==> src/rtl/pifo_dequeue_engine_pkg.sv <==
// Shared definitions for the PIFO dequeue engine: default widths and the
// congestion FSM state type.
package pifo_dequeue_engine_pkg;

  localparam int DEF_BITPRIO   = 16;
  localparam int DEF_BITDESC   = 32;
  localparam int DEF_CNT_WIDTH = 32;

  typedef enum logic {
    NORMAL,
    CONGESTED
  } cong_state_t;

endpackage

==> src/rtl/pifo_dequeue_engine_if.sv <==
// Valid/ready descriptor stream carrying a rank and a descriptor; master
// drives valid/prio/data, slave drives ready.
interface pifo_dequeue_engine_if
  import pifo_dequeue_engine_pkg::*;
#(
  parameter int BITPRIO = DEF_BITPRIO,
  parameter int BITDESC = DEF_BITDESC
) ();

  logic               valid;
  logic               ready;
  logic [BITPRIO-1:0] prio;
  logic [BITDESC-1:0] data;

  modport master (output valid, output prio, output data, input ready);
  modport slave  (input valid, input prio, input data, output ready);

endinterface

==> src/rtl/pifo_dequeue_engine_drop_fifo.sv <==
// Synchronous drop FIFO with wrap-bit pointers and a first-word-fall-through head.
// A push into a full FIFO only succeeds when a pop happens in the same cycle.
module pifo_dequeue_engine_drop_fifo #(
  parameter int WIDTH = 48,
  parameter int DEPTH = 8
) (
  input  logic             clk,
  input  logic             rst,
  input  logic             push,
  input  logic [WIDTH-1:0] push_data,
  input  logic             pop,
  output logic [WIDTH-1:0] head,
  output logic             full,
  output logic             empty
);

  localparam int AW = $clog2(DEPTH);

  logic [AW:0]      wr_ptr;
  logic [AW:0]      rd_ptr;
  logic [WIDTH-1:0] mem [DEPTH];
  logic             write;
  logic             read;

  assign empty = (wr_ptr == rd_ptr);
  assign full  = (wr_ptr[AW] != rd_ptr[AW]) && (wr_ptr[AW-1:0] == rd_ptr[AW-1:0]);
  assign write = push && (!full || pop);
  assign read  = pop && !empty;
  assign head  = mem[rd_ptr[AW-1:0]];

  always_ff @(posedge clk) begin
    if (rst) begin
      wr_ptr <= '0;
      rd_ptr <= '0;
    end else begin
      if (write) wr_ptr <= wr_ptr + (AW+1)'(1);
      if (read)  rd_ptr <= rd_ptr + (AW+1)'(1);
    end
  end

  // Storage is not reset; the pointers alone define what is valid.
  always_ff @(posedge clk) begin
    if (write) mem[wr_ptr[AW-1:0]] <= push_data;
  end

endmodule

==> src/rtl/pifo_dequeue_engine.sv <==
// Consumer end of the PIFO wrapper: credit-gated descriptor drain, drop capture
// FIFO, congestion hint back to the wrapper, and dequeue/drop statistics.
module pifo_dequeue_engine
  import pifo_dequeue_engine_pkg::*;
#(
  parameter int BITPRIO         = DEF_BITPRIO,
  parameter int BITDESC         = DEF_BITDESC,
  parameter int MAX_CREDIT      = 16,
  parameter int DROP_FIFO_DEPTH = 8,
  parameter int STARVE_CYCLES   = 64,
  parameter int RESUME_CREDITS  = 4,
  parameter int CNT_WIDTH       = DEF_CNT_WIDTH
) (
  input  logic                 clk,
  input  logic                 rst,
  pifo_dequeue_engine_if.slave  pifo_out,
  input  logic                 pifo_out_drop_valid,
  input  logic [BITPRIO-1:0]   pifo_out_drop_prio,
  input  logic [BITDESC-1:0]   pifo_out_drop_data,
  pifo_dequeue_engine_if.master m_desc,
  input  logic                 credit_return,
  pifo_dequeue_engine_if.master m_drop,
  output logic                 cong_hint,
  output logic [CNT_WIDTH-1:0] stat_deq_cnt,
  output logic [CNT_WIDTH-1:0] stat_drop_cnt,
  output logic [CNT_WIDTH-1:0] stat_drop_lost_cnt,
  output logic                 err_credit_ovf
);

  localparam int CRW = $clog2(MAX_CREDIT + 1);
  localparam int STW = $clog2(STARVE_CYCLES + 1);
  localparam logic [CRW-1:0] CREDIT_MAX    = CRW'(MAX_CREDIT);
  localparam logic [CRW-1:0] CREDIT_RESUME = CRW'(RESUME_CREDITS);
  localparam logic [STW-1:0] STARVE_LAST   = STW'(STARVE_CYCLES - 1);

  logic [CRW-1:0]             credit;
  logic [STW-1:0]             starve;
  cong_state_t                state;
  logic                       desc_valid;
  logic [BITPRIO-1:0]         desc_prio;
  logic [BITDESC-1:0]         desc_data;
  logic                       accept;
  logic                       drop_pop;
  logic                       drop_full;
  logic                       drop_empty;
  logic                       drop_lost;
  logic [BITDESC+BITPRIO-1:0] drop_head;

  assign pifo_out.ready = (credit != '0) && (!desc_valid || m_desc.ready);
  assign accept         = pifo_out.valid && pifo_out.ready;

  assign m_desc.valid = desc_valid;
  assign m_desc.prio  = desc_prio;
  assign m_desc.data  = desc_data;

  always_ff @(posedge clk) begin
    if (rst) begin
      desc_valid <= 1'b0;
      desc_prio  <= '0;
      desc_data  <= '0;
    end else if (accept) begin
      desc_valid <= 1'b1;
      desc_prio  <= pifo_out.prio;
      desc_data  <= pifo_out.data;
    end else if (m_desc.ready) begin
      desc_valid <= 1'b0;
    end
  end

  // Credits are consumed at PIFO accept time, so a held output register never
  // lets more descriptors in flight than the downstream can absorb.
  always_ff @(posedge clk) begin
    if (rst) begin
      credit         <= CREDIT_MAX;
      err_credit_ovf <= 1'b0;
    end else begin
      case ({accept, credit_return})
        2'b10: credit <= credit - CRW'(1);
        2'b01: begin
          if (credit == CREDIT_MAX) err_credit_ovf <= 1'b1;
          else                      credit <= credit + CRW'(1);
        end
        default: ;
      endcase
    end
  end

  always_ff @(posedge clk) begin
    if (rst) begin
      state     <= NORMAL;
      starve    <= '0;
      cong_hint <= 1'b0;
    end else begin
      case (state)
        NORMAL: begin
          if (credit != '0) begin
            starve <= '0;
          end else if (starve == STARVE_LAST) begin
            state     <= CONGESTED;
            cong_hint <= 1'b1;
            starve    <= '0;
          end else begin
            starve <= starve + STW'(1);
          end
        end
        CONGESTED: begin
          if (credit >= CREDIT_RESUME) begin
            state     <= NORMAL;
            cong_hint <= 1'b0;
            starve    <= '0;
          end
        end
        default: state <= NORMAL;
      endcase
    end
  end

  assign drop_pop  = m_drop.valid && m_drop.ready;
  assign drop_lost = pifo_out_drop_valid && drop_full && !drop_pop;

  pifo_dequeue_engine_drop_fifo #(
    .WIDTH (BITDESC + BITPRIO),
    .DEPTH (DROP_FIFO_DEPTH)
  ) u_drop_fifo (
    .clk       (clk),
    .rst       (rst),
    .push      (pifo_out_drop_valid),
    .push_data ({pifo_out_drop_data, pifo_out_drop_prio}),
    .pop       (drop_pop),
    .head      (drop_head),
    .full      (drop_full),
    .empty     (drop_empty)
  );

  assign m_drop.valid = !drop_empty;
  assign m_drop.prio  = drop_head[BITPRIO-1:0];
  assign m_drop.data  = drop_head[BITPRIO +: BITDESC];

  always_ff @(posedge clk) begin
    if (rst) begin
      stat_deq_cnt       <= '0;
      stat_drop_cnt      <= '0;
      stat_drop_lost_cnt <= '0;
    end else begin
      if (accept)              stat_deq_cnt       <= stat_deq_cnt + CNT_WIDTH'(1);
      if (pifo_out_drop_valid) stat_drop_cnt      <= stat_drop_cnt + CNT_WIDTH'(1);
      if (drop_lost)           stat_drop_lost_cnt <= stat_drop_lost_cnt + CNT_WIDTH'(1);
    end
  end

endmodule
==> src/flat_wrapper.sv <==
// flat-port wrapper written by rule: the top's interface ports become plain ports
module pifo_dequeue_engine_flat import pifo_dequeue_engine_pkg::*;
#(
  parameter int BITPRIO         = DEF_BITPRIO,
  parameter int BITDESC         = DEF_BITDESC,
  parameter int MAX_CREDIT      = 16,
  parameter int DROP_FIFO_DEPTH = 8,
  parameter int STARVE_CYCLES   = 64,
  parameter int RESUME_CREDITS  = 4,
  parameter int CNT_WIDTH       = DEF_CNT_WIDTH
)
  (clk, rst, pifo_out_drop_valid, pifo_out_drop_prio, pifo_out_drop_data, credit_return, cong_hint, stat_deq_cnt, stat_drop_cnt, stat_drop_lost_cnt, err_credit_ovf, pifo_out_valid, pifo_out_prio, pifo_out_data, pifo_out_ready, m_desc_valid, m_desc_prio, m_desc_data, m_desc_ready, m_drop_valid, m_drop_prio, m_drop_data, m_drop_ready);
  pifo_dequeue_engine_if #(.BITPRIO(BITPRIO), .BITDESC(BITDESC)) pifo_out_i ();
  pifo_dequeue_engine_if #(.BITPRIO(BITPRIO), .BITDESC(BITDESC)) m_desc_i ();
  pifo_dequeue_engine_if #(.BITPRIO(BITPRIO), .BITDESC(BITDESC)) m_drop_i ();
  input  logic clk;
  input  logic rst;
  input  logic pifo_out_drop_valid;
  input  logic [BITPRIO-1:0] pifo_out_drop_prio;
  input  logic [BITDESC-1:0] pifo_out_drop_data;
  input  logic credit_return;
  output logic cong_hint;
  output logic [CNT_WIDTH-1:0] stat_deq_cnt;
  output logic [CNT_WIDTH-1:0] stat_drop_cnt;
  output logic [CNT_WIDTH-1:0] stat_drop_lost_cnt;
  output logic err_credit_ovf;
  input wire logic [$bits(pifo_out_i.valid)-1:0] pifo_out_valid;
  input wire logic [$bits(pifo_out_i.prio)-1:0] pifo_out_prio;
  input wire logic [$bits(pifo_out_i.data)-1:0] pifo_out_data;
  output wire logic [$bits(pifo_out_i.ready)-1:0] pifo_out_ready;
  output wire logic [$bits(m_desc_i.valid)-1:0] m_desc_valid;
  output wire logic [$bits(m_desc_i.prio)-1:0] m_desc_prio;
  output wire logic [$bits(m_desc_i.data)-1:0] m_desc_data;
  input wire logic [$bits(m_desc_i.ready)-1:0] m_desc_ready;
  output wire logic [$bits(m_drop_i.valid)-1:0] m_drop_valid;
  output wire logic [$bits(m_drop_i.prio)-1:0] m_drop_prio;
  output wire logic [$bits(m_drop_i.data)-1:0] m_drop_data;
  input wire logic [$bits(m_drop_i.ready)-1:0] m_drop_ready;
  assign pifo_out_i.valid = pifo_out_valid;
  assign pifo_out_i.prio = pifo_out_prio;
  assign pifo_out_i.data = pifo_out_data;
  assign pifo_out_ready = pifo_out_i.ready;
  assign m_desc_valid = m_desc_i.valid;
  assign m_desc_prio = m_desc_i.prio;
  assign m_desc_data = m_desc_i.data;
  assign m_desc_i.ready = m_desc_ready;
  assign m_drop_valid = m_drop_i.valid;
  assign m_drop_prio = m_drop_i.prio;
  assign m_drop_data = m_drop_i.data;
  assign m_drop_i.ready = m_drop_ready;
  pifo_dequeue_engine #(.BITPRIO(BITPRIO), .BITDESC(BITDESC), .MAX_CREDIT(MAX_CREDIT), .DROP_FIFO_DEPTH(DROP_FIFO_DEPTH), .STARVE_CYCLES(STARVE_CYCLES), .RESUME_CREDITS(RESUME_CREDITS), .CNT_WIDTH(CNT_WIDTH)) u_core (.clk(clk), .rst(rst), .pifo_out(pifo_out_i), .pifo_out_drop_valid(pifo_out_drop_valid), .pifo_out_drop_prio(pifo_out_drop_prio), .pifo_out_drop_data(pifo_out_drop_data), .m_desc(m_desc_i), .credit_return(credit_return), .m_drop(m_drop_i), .cong_hint(cong_hint), .stat_deq_cnt(stat_deq_cnt), .stat_drop_cnt(stat_drop_cnt), .stat_drop_lost_cnt(stat_drop_lost_cnt), .err_credit_ovf(err_credit_ovf));
endmodule
==> config.mk <==
export PLATFORM = sky130hd
export DESIGN_NAME = pifo_dequeue_engine_flat
export DESIGN_NICKNAME = d
export VERILOG_FILES = /design/src/rtl/pifo_dequeue_engine_pkg.sv /design/src/rtl/pifo_dequeue_engine_if.sv /design/src/rtl/pifo_dequeue_engine_drop_fifo.sv /design/src/rtl/pifo_dequeue_engine.sv /design/src/flat_wrapper.sv
export SDC_FILE = /design/constraint.sdc
export NUM_CORES = 1
export LEC_CHECK = 0
export BUFFER_PORTS_ARGS = -buffer_cell sky130_fd_sc_hd__buf_4
export CAP_MARGIN = 5
export CELL_PAD_IN_SITES_DETAIL_PLACEMENT = 1
export CELL_PAD_IN_SITES_GLOBAL_PLACEMENT = 1
export CORE_ASPECT_RATIO = 0.75
export CORE_MARGIN = 2
export CORE_UTILIZATION = 48
export CTS_CLUSTER_DIAMETER = 150
export DETAILED_ROUTE_END_ITERATION = 8
export MAX_ROUTING_LAYER = met4
export PLACE_DENSITY_LB_ADDON = 0.1
export REMOVE_ABC_BUFFERS = 1
export SYNTH_ARGS = -nofsm -noshare
export SYNTH_HDL_FRONTEND = slang
export SYNTH_HIERARCHICAL = 1
export SYNTH_SLANG_ARGS = --single-unit
==> constraint.sdc <==
create_clock -name clk -period 8.25 [get_ports clk]
set_input_delay 1.65 -clock clk [delete_from_list [all_inputs] [get_ports clk]]
set_output_delay 1.65 -clock clk [all_outputs]
set_load 0.02 [all_outputs]
== Word-level counts from Yosys, hierarchy flattened ==
Memories as Yosys holds them, arrays and structs flattened. A register that Yosys moved wholly into a read port is not among the register bits.
Cells that the tools add are included.

* Memories: 1
* Memory bits (writable): 384
* Bits in registers: 168
* Output and inout port bits: 197
* Input bits: 103

{| class="wikitable"
|+ Memory list
! memory !! words !! bits a word !! read ports !! clocked after Yosys merged registers in !! write ports !! RTL line !! RTL
|-
| u_core.u_drop_fifo.mem || 8 || 48 || 1 || 1 || 1 || pifo_dequeue_engine_drop_fifo.sv:21 || <nowiki>logic [WIDTH-1:0] mem [DEPTH];</nowiki>
|}

* Reductions and logical operators: 20
* Magnitude comparators: 1
* Multiplexer cells: 20
* Equal/unequal tests: 11
* Bitwise gates (word level): 1
* $add $sub $neg: 8

{| class="wikitable"
|+ Operators with widths
! kind !! count
|-
| adder 32 x 1 -> 32 bit (second input constant) || 3
|-
| two-way mux 7 bit || 3
|-
| case mux 7 bit (2 select lines) || 1
|-
| two-way mux 1 bit || 10
|-
| case mux 5 bit (2 select lines) || 1
|-
| adder 4 x 1 -> 4 bit (second input constant) || 2
|-
| logical AND 1 bit || 8
|-
| adder 7 x 1 -> 7 bit (second input constant) || 1
|-
| == test 7 x 6 -> 1 bit (second input constant) || 1
|-
| two-way mux 3 bit || 2
|-
| != test 2 bit (second input constant) || 3
|-
| adder 5 x 1 -> 5 bit (second input constant) || 1
|-
| == test 5 bit (second input constant) || 1
|-
| greater-or-equal comparator 5 x 3 -> 1 bit (second input constant) || 1
|-
| two-way mux 5 bit || 1
|-
| nonzero test 5 bit || 1
|-
| subtractor 5 x 1 -> 5 bit (second input constant) || 1
|-
| == test 4 bit || 1
|-
| zero test 1 bit || 4
|-
| case mux 1 bit (2 select lines) || 2
|-
| AND reduction 2 bit || 2
|-
| nonzero test 2 bit || 2
|-
| == test 3 bit || 1
|-
| AND reduction 3 bit || 1
|-
| other kinds (6) || 7
|}

== Logic depth before layout (Yosys ltp) ==
Gate-level depths: netlist (run 1).

* Depth in word-level cells: 7
* Gate-level depth with buffers: 11

== Hierarchy ==
The synthesis (run 1) kept the hierarchy.

{| class="wikitable"
|+ Modules (own cells, without submodules)
! module !! seq. area each (um2) !! instances !! area an instance (um2) !! cells each
|-
| pifo_dequeue_engine_drop_fifo || 11,751.3 || 1 || 15,200.8 || 626
|-
| pifo_dequeue_engine || 3,203.1 || 1 || 6,804.0 || 791
|}

== Least setup slack after synthesis (run 1) ==
OpenSTA, ideal clock, no wires.

* Path type: input to register
* Start: input port m_drop_ready
* End: memory u_core.u_drop_fifo.mem[0][0] (enable)
* Setup slack: 1,005 ps
* Data arrival time: 6,672 ps
* Path buffers: 1
* Library setup time: 573 ps
* Stages on the path: 4
* Cells stage by stage: nor2b_1 clkbuf_2 o21ai_1 nor4_1

* Longest elaborated chain between the ends: 5

{| class="wikitable"
|+ Ends and longest elaborated chain
! element !! RTL line !! RTL
|-
| start: declaration || flat_wrapper.sv:38 || <nowiki>input wire logic [$bits(m_drop_i.ready)-1:0] m_drop_ready;</nowiki>
|-
| logical AND 1 bit || pifo_dequeue_engine.sv:118 || <nowiki>assign drop_pop = m_drop.valid && m_drop.ready;</nowiki>
|-
| net u_core.drop_pop || pifo_dequeue_engine.sv:43 || <nowiki>logic drop_pop;</nowiki>
|-
| logical OR 1 bit || pifo_dequeue_engine_drop_fifo.sv:27 || <nowiki>assign write = push && (!full || pop);</nowiki>
|-
| logical AND 1 bit || pifo_dequeue_engine_drop_fifo.sv:27 ||
|-
| two-way mux 1 bit || pifo_dequeue_engine_drop_fifo.sv:43 || <nowiki>if (write) mem[wr_ptr[AW-1:0]] <= push_data;</nowiki>
|-
| two-way mux 1 bit (not written as such) || pifo_dequeue_engine_drop_fifo.sv:43 ||
|-
| end: declaration || pifo_dequeue_engine_drop_fifo.sv:21 ||
|}

The timed path passes the listed nets, and every way through them passes these cells.

==> out/summary.md, run 1 <==
The fraction of final layout cells with drive strength greater than 1 was 0.326. The first detailed-routing pass ran for 5 iterations. Maximum level of the CTS H-tree: 2. After floorplanning, the core was divided into 67 placement rows. The run gives 0 as the number of buffers inserted to repair setup after CTS. Number of global-route vias before repair: 14,100. Endpoint arrival time on the critical path: 3.06 ns.

The clock passes through at most 3 buffers. In the final timing run, aggregate negative setup slack is 0 ns. Summing every instance area after synthesis gives 22,000 um^2.

The time the worst path needs with I/O delays and setup is 4.71 ns. The worst endpoint required time is 6.60 ns. Setup violations remaining at the end of the flow were counted as 0. For this run the aggregate overflow at the end of global routing stands at 0. The number of different library cells in the post-synthesis netlist was 70; the pre-CTS setup slack was 4.08 ns. The max-slew headroom at the worst pin is 0.280.

At the pin with the least slew margin, the transition time is 1.07 ns. During I/O placement, the number of pins put on the boundary was 300. The core region area is 44,900 um^2. The logs give 6 for the total of warnings raised by yosys and 1,417 for the number of instances in the synthesized netlist. At the end of routability-driven placement, the weighted congestion stood at 0.750. The final net count is 1,832. The CTS buffer count was 53. The die is 251 um wide. The sequential-to-total area share from yosys stat came out at 0.680. Number of design-rule violations left by the first detailed-router iteration: 641. The tools report the critical path startpoint category as a flip-flop. The overall fraction of global-route tracks in use is 0.227, and the remaining design rule violation count is 0.

The final period utilization is 0.570, and the hold buffer count at cts is 0. The final count of hold timing violations was 0. The die covers 47,600 um^2. The synthesized design contains 384 enable-type register cells. The logs give 4,246 for the filler cell count in the final layout and 24,800 um^2 for the instance area after placement. The total clock sinks was 555; the average wire per standard cell was 22.1 um. The pin count of the biggest net entering global routing was 77. Max-cap violations in this run came to 0.

Setup repair after global routing left no endpoint under its margin. Worst min-delay path category: reg -> reg. During placement, the flow inserted port buffers numbering 299. The area of combinational cells with multiple inputs was 6630 um^2. The via-per-instance ratio is 5.51. Setup slack on the critical path of the routed design comes to 3.54 ns. After synthesis, the mean cell area works out to 15.5 um^2. The tools report the static power due to leakage as 9.41 nW.

After synthesis the netlist holds a flip-flop and latch count of 555. Summing all flip-flop and latch instances after layout gives 15,000 um^2. The largest fanout of any net on the critical path works out to 40. The share of synthesized registers carrying an async set or reset works out to 0.

The tools report the maximum resistive drop on vdd as 138 uV. Dividing total power by cell area gives a power density of 240 nW/um^2. The worst setup skew after layout was 0.0328 ns.

The flow ran to the end, and the final reports show no timing, DRC or antenna violations. The run gives 0.490 as the starting utilization of the core area. The area overhead of the layout relative to synthesis came out at 20.8%. Type of the worst setup path: reg -> out.

The worst setup path is captured at a primary output. The total number of vias is 12,900. The count of nets left with antenna violations once routing finished came out at 0. TritonCTS built the clock tree. The routed design has 51,900 um of wire. The first global-routing pass estimated 81,500 um of wire. The clock-pin slew of the registers on the worst-case setup and hold paths was 0.06 ns. The master cell of the clock root buffer was sky130_fd_sc_hd__clkbuf_16. The number of antenna violations at the first check in global routing was 4; the die height was 189 um. At the later pin of the worst-skew pair, clock insertion delay measures 0.60 ns.

The tools report the number of slew-limit violations in the final report as 0. Once the clock tree was built, the resizer swapped 0 gates to a different size. Summed over all nets, the half-perimeter wirelength after detailed placement is 31,900 um.

The prevailing post-synth register cell was sky130_fd_sc_hd__edfxtp_1. Highest clock frequency the design can meet: 0.212 GHz. The finished cells cover 26,600 um^2.
==> area by class of cell <==
| cell class | count | area share |
|---|---|---|
| flip-flops and latches | 555 | 0.563 |
| multi-input cells | 774 | 0.249 |
| repair buffers | 317 | 0.0896 |
| clock buffers | 70 | 0.0586 |
| well taps | 586 | 0.0276 |
| clock inverters | 26 | 0.00876 |
| inverters | 18 | 0.00254 |
| diodes | 5 | 0.000471 |
==> stage by stage <==
step                      hold slack [ns]   util  power [mW]  instances
after CTS                           0.459  0.591        6.45       2346
after floorplan                     0.464      -        3.67       1347
after global routing                0.479  0.591        6.62       2350
after detailed placement            0.450  0.551        3.98       2250
final                               0.457  0.591        6.37       2351
after global placement              0.443  0.551        3.96       2250
==> synthesized netlist by cell type (all sizes together) (4+ instances only) <==
master,instances,share of area
mux2i,6,0.0027
or4,5,0.0017
and3,13,0.0037
inv,18,0.0031
dfxtp,171,0.16
xnor2,26,0.010
o31ai,4,0.0014
o21ai,22,0.0050
xor2,60,0.024
mux2,53,0.034
mux4,96,0.099
nand3,32,0.0075
a21oi,79,0.018
or3,17,0.0049
nand2b,6,0.0017
nor3,13,0.0032
clkbuf,34,0.0063
and4,7,0.0028
nand4,42,0.013
nor4,8,0.0038
nor2b,6,0.0017
nand2,133,0.023
edfxtp,384,0.52
ha,9,0.0051
buf,36,0.012
nor2,107,0.018
==> sequential cells by signal (all words and copies together) (netlist names), named ones only <==
name,cells
u_core/cong_hint,1
u_core/m_desc.data,32
u_core/u_drop_fifo/mem,384
u_core/u_drop_fifo/rd_ptr,4
u_core/stat_drop_cnt,32
u_core/u_drop_fifo/wr_ptr,4
u_core/m_desc.valid,1
u_core/m_desc.prio,16
u_core/credit,5
u_core/starve,7
u_core/stat_drop_lost_cnt,32
u_core/state,1
u_core/stat_deq_cnt,32
u_core/err_credit_ovf,1
==> layout by cell type, fill, tap and decap left out, drive strengths merged, types with 3 or more instances in the layout <==
| cell type | synthesis | routed |
|---|---|---|
| edfxtp | 384 | 384 |
| clkinvlp | 0 | 4 |
| diode | 0 | 5 |
| bufinv | 0 | 3 |
| nand3 | 32 | 32 |
| nor4b | 3 | 3 |
| mux2i | 6 | 6 |
| nor2b | 6 | 6 |
| nand4 | 42 | 42 |
| o21ai | 22 | 22 |
| and3 | 13 | 13 |
| nor3 | 13 | 13 |
| mux2 | 53 | 53 |
| or4 | 5 | 5 |
| a21o | 3 | 3 |
| nand2 | 133 | 133 |
| a21oi | 79 | 79 |
| clkbuf | 34 | 70 |
| xor2 | 60 | 60 |
| o31ai | 4 | 4 |
| nand2b | 6 | 6 |
| ha | 9 | 9 |
| inv | 18 | 19 |
| buf | 36 | 317 |
| nor2 | 107 | 107 |
| xnor2 | 26 | 26 |
| and2 | 3 | 3 |
| dfxtp | 171 | 171 |
| mux4 | 96 | 96 |
| and4 | 7 | 7 |
| nor4 | 8 | 8 |
| or3 | 17 | 17 |
| clkinv | 0 | 18 |
==> report_power, final <==
part           switching (mW)  leakage [nW]  internal (mW)  total [mW]
clock                    1.04         0.874           1.43        2.46
sequential             0.0720          4.88           3.07        3.15
combinational           0.423          3.65          0.342       0.765
==> path summary, 6_finish.rpt <==
check                               startpoint                            to  slack [ns]  cells past startpoint
setup / recovery                     flip-flop                m_drop_prio[1]        3.54                      4
setup reg to reg  u_core/u_drop_fifo/wr_ptr[2]  u_core/u_drop_fifo/wr_ptr[3]        5.07                      9
hold reg to reg          u_core/m_desc.data[7]         u_core/m_desc.data[7]        0.46                      2
hold / removal           u_core/m_desc.data[7]         u_core/m_desc.data[7]        0.46                      2
==> metal layers <==
metal | global-route usage | wire length (um) | share of wire | vias to the layer above
li1 | - | - | - | 5961
met1 | 0.298 | 22800 | 0.44 | 6647
met2 | 0.365 | 25800 | 0.50 | 287
met3 | 0.0452 | 2630 | 0.051 | 50
met4 | 0.0593 | 747 | 0.014 | 0
met5 | - | 0 | 0 | -
==> worst max-delay path: stages (launching register included) <==
cell                      delay, ns
sky130_fd_sc_hd__dfxtp_4       0.63
sky130_fd_sc_hd__buf_4         0.71
sky130_fd_sc_hd__mux4_2        0.62
sky130_fd_sc_hd__mux2_2        0.29
sky130_fd_sc_hd__buf_4         0.16
==> kinds of logic (layout without fill, tap and decap cells) <==
kind of cell	count (synthesis)	count (layout)	synth area share
adders and majority gates	10	10	0.00603
DFF	555	555	0.680
other	0	5	0
AOI/OAI and AO/OA	123	123	0.0325
and+or+nand+nor	400	400	0.0903
muxes	155	155	0.136
buffers and inverters	88	431	0.0217
xor gates and xnor gates	86	86	0.0342
No activity file was read; power rests on OpenSTA's default activity.
==> run 2: changes to the inputs <==
--- a/config.mk
+++ b/config.mk
@@ -5,13 +5,14 @@
 export SDC_FILE = /design/constraint.sdc
 export NUM_CORES = 1
 export LEC_CHECK = 0
+export ABC_AREA = 1
 export BUFFER_PORTS_ARGS = -buffer_cell sky130_fd_sc_hd__buf_4
 export CAP_MARGIN = 5
 export CELL_PAD_IN_SITES_DETAIL_PLACEMENT = 1
 export CELL_PAD_IN_SITES_GLOBAL_PLACEMENT = 1
 export CORE_ASPECT_RATIO = 0.75
 export CORE_MARGIN = 2
-export CORE_UTILIZATION = 48
+export CORE_UTILIZATION = 45
 export CTS_CLUSTER_DIAMETER = 150
 export DETAILED_ROUTE_END_ITERATION = 8
 export MAX_ROUTING_LAYER = met4
==> constraint.sdc (replaced) <==
create_clock -name clk -period 4.9 [get_ports clk]
set_input_delay 0.98 -clock clk [delete_from_list [all_inputs] [get_ports clk]]
set_output_delay 0.98 -clock clk [all_outputs]
set_load 0.02 [all_outputs]
==> run 2 against run 1 <==
Combinational power grew 100%. Routed wire length grew 26%. Die area grew 13%. Largest cell class unchanged.
==> out/summary.md, run 2 <==
The flow ran to the end, and the final reports show no timing, DRC or antenna violations. The run gives 0.455 (-0.0346) as the starting utilization of the core area. The max-slew headroom at the worst pin came out at 0.270 (-0.00962).

The run gives 3,307 (+47%) as the cell count after placement. The static power due to leakage is 10.4 nW (+10%), and the final worst hold slack is 0.452 ns (-0.00420 ns). The number of instances in the synthesized netlist is 2,392 (+69%). The die height works out to 202 um (+6.4%). Post-synthesis xor/xnor area fraction: 0.00636 (-0.0279). The remaining design rule violation count came out at 0 (unchanged). The area overhead of the layout relative to synthesis came out at 20.1%. The hold buffer count at cts was 0 (unchanged). The post-CTS resize count is 0 (unchanged).

Setup repair after global routing left no endpoint under its margin. For the endpoint arrival time on the critical path, the log shows 2.80 ns (-0.26 ns). For the met1 usage in global routing, the log shows 0.322 (+0.0242).

The met2 global-route usage was 0.414 (+0.0490). The run gives 41,300 um (+29%) as the final HPWL from detailed placement. Clock tree synthesis selected as its root buffer the cell sky130_fd_sc_hd__clkbuf_16.

The biggest area contributor in the post-synthesis netlist is sky130_fd_sc_hd__edfxtp_1. The number of global-route vias before repair is 19,000 (+35%). The compound-gate portion of the synthesized area was 0.0922 (+0.0597); the sequential-to-total area share from yosys stat was 0.639 (-0.0409).

The share of synthesized cell area in full adder, half adder and majority cells was 0.00566 (-0.000362). The maximum resistive drop on vdd is 344 uV (+150%). The number of input and output port buffers inserted is 299 (unchanged), and the slew at the pin with the worst max-slew slack is 1.09 ns (+0.0218 ns). The full die area came out at 53,900 um^2 (+13%). The first-pass iteration count of the detailed router came out at 5 (unchanged). Leaving out fill and tap cells, the most frequent cells in the layout are sky130_fd_sc_hd__nand2_1 (568), sky130_fd_sc_hd__nor2_1 (487), sky130_fd_sc_hd__edfxtp_1 (384), sky130_fd_sc_hd__buf_4 (308), sky130_fd_sc_hd__dfxtp_1 (168).

The via-per-instance ratio is 5.30 (-3.7%). The total number of vias came out at 18,100 (+40%). The run gives 6 (unchanged) as the total of warnings raised by yosys. Area fraction of the dominant cell type after synthesis: 0.493 (-0.0315). The flip-flop count of the largest register, all copies and words added is 384 (unchanged), and the number of buffers inserted to repair setup after CTS is 0 (unchanged). The signal on the critical path passes through buf_4, o21ai_0, o32ai_1, nand2_1, nand2_1, buf_4. Fraction of synthesized area in multiplexers: 0 (-0.136).

The setup violation total in the final timing report came out at 0 (unchanged). The synthesized area divided by synthesized cell count came out at 9.79 um^2 (-37%). The die span in x is 267 um (+6.4%). Counting I/O delays and the setup requirement, the final critical path takes 3.78 ns. The run gives 5,668 (+33%) as the filler cell count in the final layout. The post-route cell area is 28,100 um^2 (+5.8%). The biggest cell delay along the critical path came out at 0.84 ns (+0.13 ns). STA classifies the critical path endpoint as a primary output.

The number of synthesized flops with an enable pin is 384 (unchanged), and the area of the mapped netlist is 23,400 um^2 (+6.4%). The global-route wire length before repair is 104,000 um (+27%), and the fraction of final layout cells with drive strength greater than 1 is 0.170 (-0.157). The tools report the highest clock frequency the design can meet as 0.265 GHz. The run gives 555 (unchanged) as the total clock sinks.

The latest clock arrival within the worst-skew pair is 0.63 ns (+0.03 ns). The max-capacitance violation count is 0 (unchanged). The prevailing post-synth register cell is sky130_fd_sc_hd__edfxtp_1. The kind of cell with the highest combined delay along the critical path is flip-flops.

Leaving out fill and tap cells, the most frequent cell in the layout is sky130_fd_sc_hd__nand2_1. Most used routing layer in global routing: met2. The tools report the post-route antenna net violation count as 0 (unchanged). Remaining global-route overflow: 0 (unchanged).

Counting instances in the post-synthesis netlist gives the leading cell types as sky130_fd_sc_hd__nand2_1 (568), sky130_fd_sc_hd__nor2_1 (494), sky130_fd_sc_hd__edfxtp_1 (384). The tools report the final count of hold timing violations as 0 (unchanged). The met3 usage was 0.0400 (-0.00521). The run gives 26,300 um^2 (+6.2%) as the instance area after placement. The clock-pin slew of the registers on the worst-case setup and hold paths is 0.06 ns (about the same), and the overall routed net length is 65,600 um (+26%). The last weighted congestion value of the routability-driven placer was 0.830 (+11%). The number of slew-limit violations in the final report was 0 (unchanged); the worst setup skew after layout was 0.0248 ns (-0.00805 ns). The number of buffers on the longest clock path is 3 (unchanged), and the fraction of the mapped netlist area in simple logic gates is 0.211 (+0.120). The CTS buffer count is 55 (+3.8%).

The largest fanout of any net on the critical path works out to 76 (+90%). The logs give 41 (-41%) for the number of different library cells in the post-synthesis netlist and 2,774 (+51%) for the final net count. The overall power of the completed layout is 11.0 mW (+73%), and the number of placed I/O pins is 300 (unchanged).

The dominant combinational cell family by area after synthesis is simple AND/OR/NAND/NOR gates. Worst min-delay path category: reg -> reg. The run gives 0.251 (+0.0243) as the overall fraction of global-route tracks in use. TritonCTS built the clock tree. The tools report the non-filler instance count after layout as 3,416 (+45%).

Critical path startpoint category: a flip-flop. The number of design-rule violations left by the first detailed-router iteration is 1,209 (+89%), and the average wire per standard cell is 19.2 um (-13%). Type of the worst setup path: reg -> out. The slowest stage of the critical path belongs to the cell sky130_fd_sc_hd__dfxtp_4. The final period utilization came out at 0.771. The post-route core utilization is 0.547 (-0.0446), and the sum of buffers and inverters on the critical path is 2 (unchanged). The power per standard cell area is 391 nW/um^2 (+63%), and the row count is 72 (+7.5%). The worst endpoint required time is 3.92 ns (-2.68 ns), and the core region area is 51,400 um^2 (+14%). The number of register bits inferred by synthesis came out at 555 (unchanged).

By area the synthesized netlist is led by sky130_fd_sc_hd__edfxtp_1 (49%), sky130_fd_sc_hd__dfxtp_1 (15%), sky130_fd_sc_hd__nand2_1 (9.1%). Yosys instantiated no cell more often than sky130_fd_sc_hd__nand2_1. For the pin count of the biggest net entering global routing, the log shows 193 (+150%). The share of synthesized registers carrying an async set or reset was 0 (unchanged). The maximum level of the CTS H-tree is 2 (unchanged). The number of antenna violations at the first check in global routing is 6 (+2).
run 2: changes by cell type in the layout (fill, tap and decap cells not counted), moves of 19 or more:
| cell | delta |
|---|---|
| sky130_fd_sc_hd__a21oi_1 | +33 |
| sky130_fd_sc_hd__inv_1 | +112 |
| sky130_fd_sc_hd__mux2_4 | -41 |
| sky130_fd_sc_hd__mux4_2 | -93 |
| sky130_fd_sc_hd__nand2_1 | +435 |
| sky130_fd_sc_hd__nand3_1 | +35 |
| sky130_fd_sc_hd__nand4_1 | -19 |
| sky130_fd_sc_hd__nor2_1 | +382 |
| sky130_fd_sc_hd__o21ai_0 | +102 |
| sky130_fd_sc_hd__o32ai_1 | +96 |
| sky130_fd_sc_hd__xor2_1 | -52 |
run 2: layout make-up:
| type | instances | area [um^2] | area share |
|---|---|---|---|
| Antenna cell | 6 | 15.0 | 0.000534 |
| Clock buffer | 74 | 1490 | 0.0529 |
| Tap cell | 703 | 880 | 0.0313 |
| Sequential cell | 555 | 15000 | 0.532 |
| Clock inverter | 29 | 317 | 0.0113 |
| Multi-Input combinational cell | 1592 | 7420 | 0.264 |
| Inverter | 139 | 528 | 0.0188 |
| Timing Repair Buffer | 318 | 2510 | 0.0893 |
run 2: worst paths after layout:
check                                    start                             to  slack (ns)  cells after the start
setup / recovery                     flip-flop                 m_drop_data[1]        1.12                      6
setup reg to reg  u_core/u_drop_fifo/rd_ptr[3]  u_core/u_drop_fifo/mem[6][15]        1.84                     12
hold reg to reg               u_core/starve[6]               u_core/starve[6]        0.45                      2
hold / removal                u_core/starve[6]               u_core/starve[6]        0.45                      2
run 2: cell families (layout without fill, tap and decap cells):
family	Yosys count	after routing
flops	555	555
compound gates	353	353
fa+ha+maj	10	10
xor+xnor	17	17
other cells	0	6
buf+inv	245	560
simple gates	1212	1212
run 2: power by group:
part           switching (mW)  total [mW]  internal [mW]
sequential             0.0922        5.24           5.15
combinational           0.991        1.54          0.544
clock                    1.82        4.22           2.41
run 2: layer usage:
metal | vias to the layer above | part of all wire
met5 | - | 0
met4 | 0 | 0.021
li1 | 8660 | -
met1 | 9010 | 0.44
met2 | 355 | 0.50
met3 | 92 | 0.045
run 2: tightest hold or removal path: stages (launching register included):
cell	delay (ns)
sky130_fd_sc_hd__dfxtp_1	0.31
sky130_fd_sc_hd__nand2_1	0.06
sky130_fd_sc_hd__a21oi_1	0.03
run 2: stage by stage:
stage,worst slack (ns),setup TNS (ns)
2_1_floorplan,-2.20,-105.38
3_3_place_gp,1.78,0
3_5_place_dp,1.71,0
4_1_cts,1.02,0
5_1_grt,0.863,0
6_report,1.12,0
==> run 3: changes to the inputs <==
==> constraint.sdc (replaced) <==
create_clock -name clk -period 3.7 [get_ports clk]
set_input_delay 0.74 -clock clk [delete_from_list [all_inputs] [get_ports clk]]
set_output_delay 0.74 -clock clk [all_outputs]
set_load 0.02 [all_outputs]
==> run 3 against run 2 <==
Routed wire length is 0.93% lower. Clock power increased by 30%. Final cell count rose by 0.12%. Global-route usage shrank 0.21 points. Non-clock buffer count up 7. Largest cell class unchanged. Count of clock-buffer cells in the layout shrank 4. Setup slack worse by 0.91 ns. Clock skew down 0.0069 ns. Via count fell by 0.31%.
==> out/summary.md, run 3 (synthesis results as in run 2) <==
The overall routed net length is 65,000 um (-0.93%), and the static power due to leakage is 10.4 nW (+0.15%). CTS buffer count: 56 (+1.8%). The power per standard cell area is 513 nW/um^2 (+31%). On the critical path the largest part of the delay comes from flip-flops. The biggest cell delay along the critical path came out at 0.98 ns (+0.14 ns).

The total clock sinks was 555 (unchanged); the flip-flop count of the largest register, all copies and words added was 384 (unchanged). The starting utilization of the core area is 0.455 (unchanged), and the via-per-instance ratio is 5.28 (-0.43%). For the total number of vias, the log shows 18,100 (-0.31%). The tools report the row count as 72 (unchanged). The sum of buffers and inverters on the critical path came out at 2 (unchanged). Post-CTS resize count: 0 (unchanged).

The tools report the worst setup skew after layout as 0.0179 ns (-0.00691 ns). Most common cell after layout, fill and taps aside: sky130_fd_sc_hd__nand2_1. The remaining design rule violation count is 0 (unchanged). Leaving out fill and tap cells, the most frequent cells in the layout are sky130_fd_sc_hd__nand2_1 (568), sky130_fd_sc_hd__nor2_1 (487), sky130_fd_sc_hd__edfxtp_1 (384), sky130_fd_sc_hd__buf_4 (312), sky130_fd_sc_hd__dfxtp_1 (168). The tools report the setup violation total in the final timing report as 0 (unchanged).

The fraction of final layout cells with drive strength greater than 1 was 0.172 (+0.00227); the overall fraction of global-route tracks in use was 0.249 (-0.00207). The tools report the pin count of the biggest net entering global routing as 104 (-46%). The tools report the filler cell count in the final layout as 5,738 (+1.2%).

Walking the worst path, the cells encountered are buf_4, o21ai_0, o32ai_1, nand2_1, nand2_1, buf_4. The tools report the number of global-route vias before repair as 18,900 (-0.32%). The tree is rooted in a sky130_fd_sc_hd__clkbuf_16.

For the non-filler instance count after layout, the log shows 3,420 (+0.12%). The final HPWL from detailed placement is 41,300 um (about the same), and the slew at the pin with the worst max-slew slack is 0.982 ns (-0.111 ns). The tools report the sum of negative setup slack as 0 ns (unchanged).

The tools report the worst endpoint required time as 2.96 ns (-0.96 ns). The post-route cell area was 28,200 um^2 (+0.13%). The run gives 26,400 um^2 (+0.34%) as the instance area after placement.

The run gives 394 uV (+14%) as the maximum resistive drop on vdd. The tools report the number of design-rule violations left by the first detailed-router iteration as 1,024 (-15%). The number of buffers inserted to repair setup after CTS is 0 (unchanged). The tools report the full die area as 53,900 um^2 (unchanged). The global-route wire length before repair is 103,000 um (-0.77%). The die span in x was 267 um (unchanged). The clock-pin slew of the registers on the worst-case setup and hold paths is 0.06 ns (about the same), and the final period utilization is 0.944. The average wire per standard cell was 19.0 um (-1.0%); the sequential cell area was 15,000 um^2 (unchanged). The run gives 0.345 (+0.0752) as the max-slew headroom at the worst pin. The final count of hold timing violations was 0 (unchanged). The logs give 0.856 ns (-0.858 ns) for the pre-CTS setup slack and 0 (unchanged) for the post-route antenna net violation count. The number of input and output port buffers inserted is 299 (unchanged), and the remaining global-route overflow is 0 (unchanged). Static timing analysis puts the maximum clock frequency at 0.286 GHz. The number of slew-limit violations in the final report came out at 0 (unchanged).

The die height works out to 202 um (unchanged). The flow ran to the end, and the final reports show no timing, DRC or antenna violations. The area overhead of the layout relative to synthesis is 20.3%, and the endpoint arrival time on the critical path is 2.75 ns (-0.05 ns).

Setup repair after global routing left no endpoint under its margin. Critical path startpoint category: a flip-flop. The number of placed I/O pins is 300 (unchanged), and the largest fanout of any net on the critical path is 90 (+18%). The type of element capturing the critical path was a primary output.

The area of combinational cells with multiple inputs was 7420 um^2 (unchanged); the worst-case setup margin in the final layout was 0.207 ns (-0.914 ns). TritonCTS built the clock tree. The cell count after placement was 3,314 (+0.21%).

The time the worst path needs with I/O delays and setup came out at 3.49 ns. The last weighted congestion value of the routability-driven placer was 0.830 (about the same); the core region area was 51,400 um^2 (unchanged). The hold buffer count at cts is 0 (unchanged). The run gives 2,782 (+0.29%) as the final net count.

Number of antenna violations at the first check in global routing: 5 (-1). For the final worst hold slack, the log shows 0.345 ns (-0.107 ns). The largest individual stage delay along the critical path comes from the cell sky130_fd_sc_hd__dfxtp_4. The maximum level of the CTS H-tree came out at 2 (unchanged). Max-capacitance violation count: 0 (unchanged).

The worst min-delay path category was in -> reg. The first-pass iteration count of the detailed router is 5 (unchanged), and the latest clock arrival within the worst-skew pair is 0.63 ns (about the same). Number of buffers on the longest clock path: 3 (unchanged). The type of the worst setup path is reg -> out.
==> run 3: changes by cell type in the layout (fill, tap and decap cells not counted), sizes merged <==
| cell | delta |
|---|---|
| buf | +7 |
| clkbuf | -4 |
| clkinvlp | +3 |
| bufinv | -2 |
| diode | -1 |
| inv | +1 |
==> run 3: path summary, 6_finish.rpt <==
path | from | end | slack, ns | cells past startpoint
max | flip-flop | m_drop_data[1] | 0.21 | 6
min | pifo_out_drop_prio[10] | u_core/u_drop_fifo/mem[0][10] | 0.34 | 1
max reg2reg | u_core/u_drop_fifo/rd_ptr[3] | u_core/u_drop_fifo/mem[6][47] | 0.80 | 12
min reg2reg | u_core/starve[6] | u_core/starve[6] | 0.45 | 2
==> run 3: routing by layer <==
layer	GRT usage	routed length [um]	share of wire	vias up
met5	-	0	0	-
met4	0.0656	1310	0.020	0
met3	0.0389	3070	0.047	92
met2	0.408	31600	0.49	333
met1	0.324	29000	0.45	8949
li1	-	-	-	8687
==> run 3: where the power goes <==
group	internal, mW	switching, mW	total, mW
Combinational	0.734	1.30	2.03
Clock	3.04	2.43	5.47
Sequential	6.82	0.134	6.95
Total	10.6	3.86	14.5
==> run 3: final cells by class <==
cell class	count	share of cell area
Timing Repair Buffer	325	0.0924
Sequential cell	555	0.531
Clock buffer	70	0.0523
Multi-Input combinational cell	1592	0.264
Clock inverter	31	0.00995
Antenna cell	5	0.000444
Tap cell	703	0.0312
Inverter	139	0.0187
==> run 3: stage by stage <==
step | utilization | total power [mW]
6_report | 0.548 | 14.5
5_1_grt | 0.548 | 15.0
4_1_cts | 0.547 | 14.6
3_5_place_dp | 0.513 | 9.13
3_3_place_gp | 0.513 | 9.05
2_1_floorplan | - | 8.22
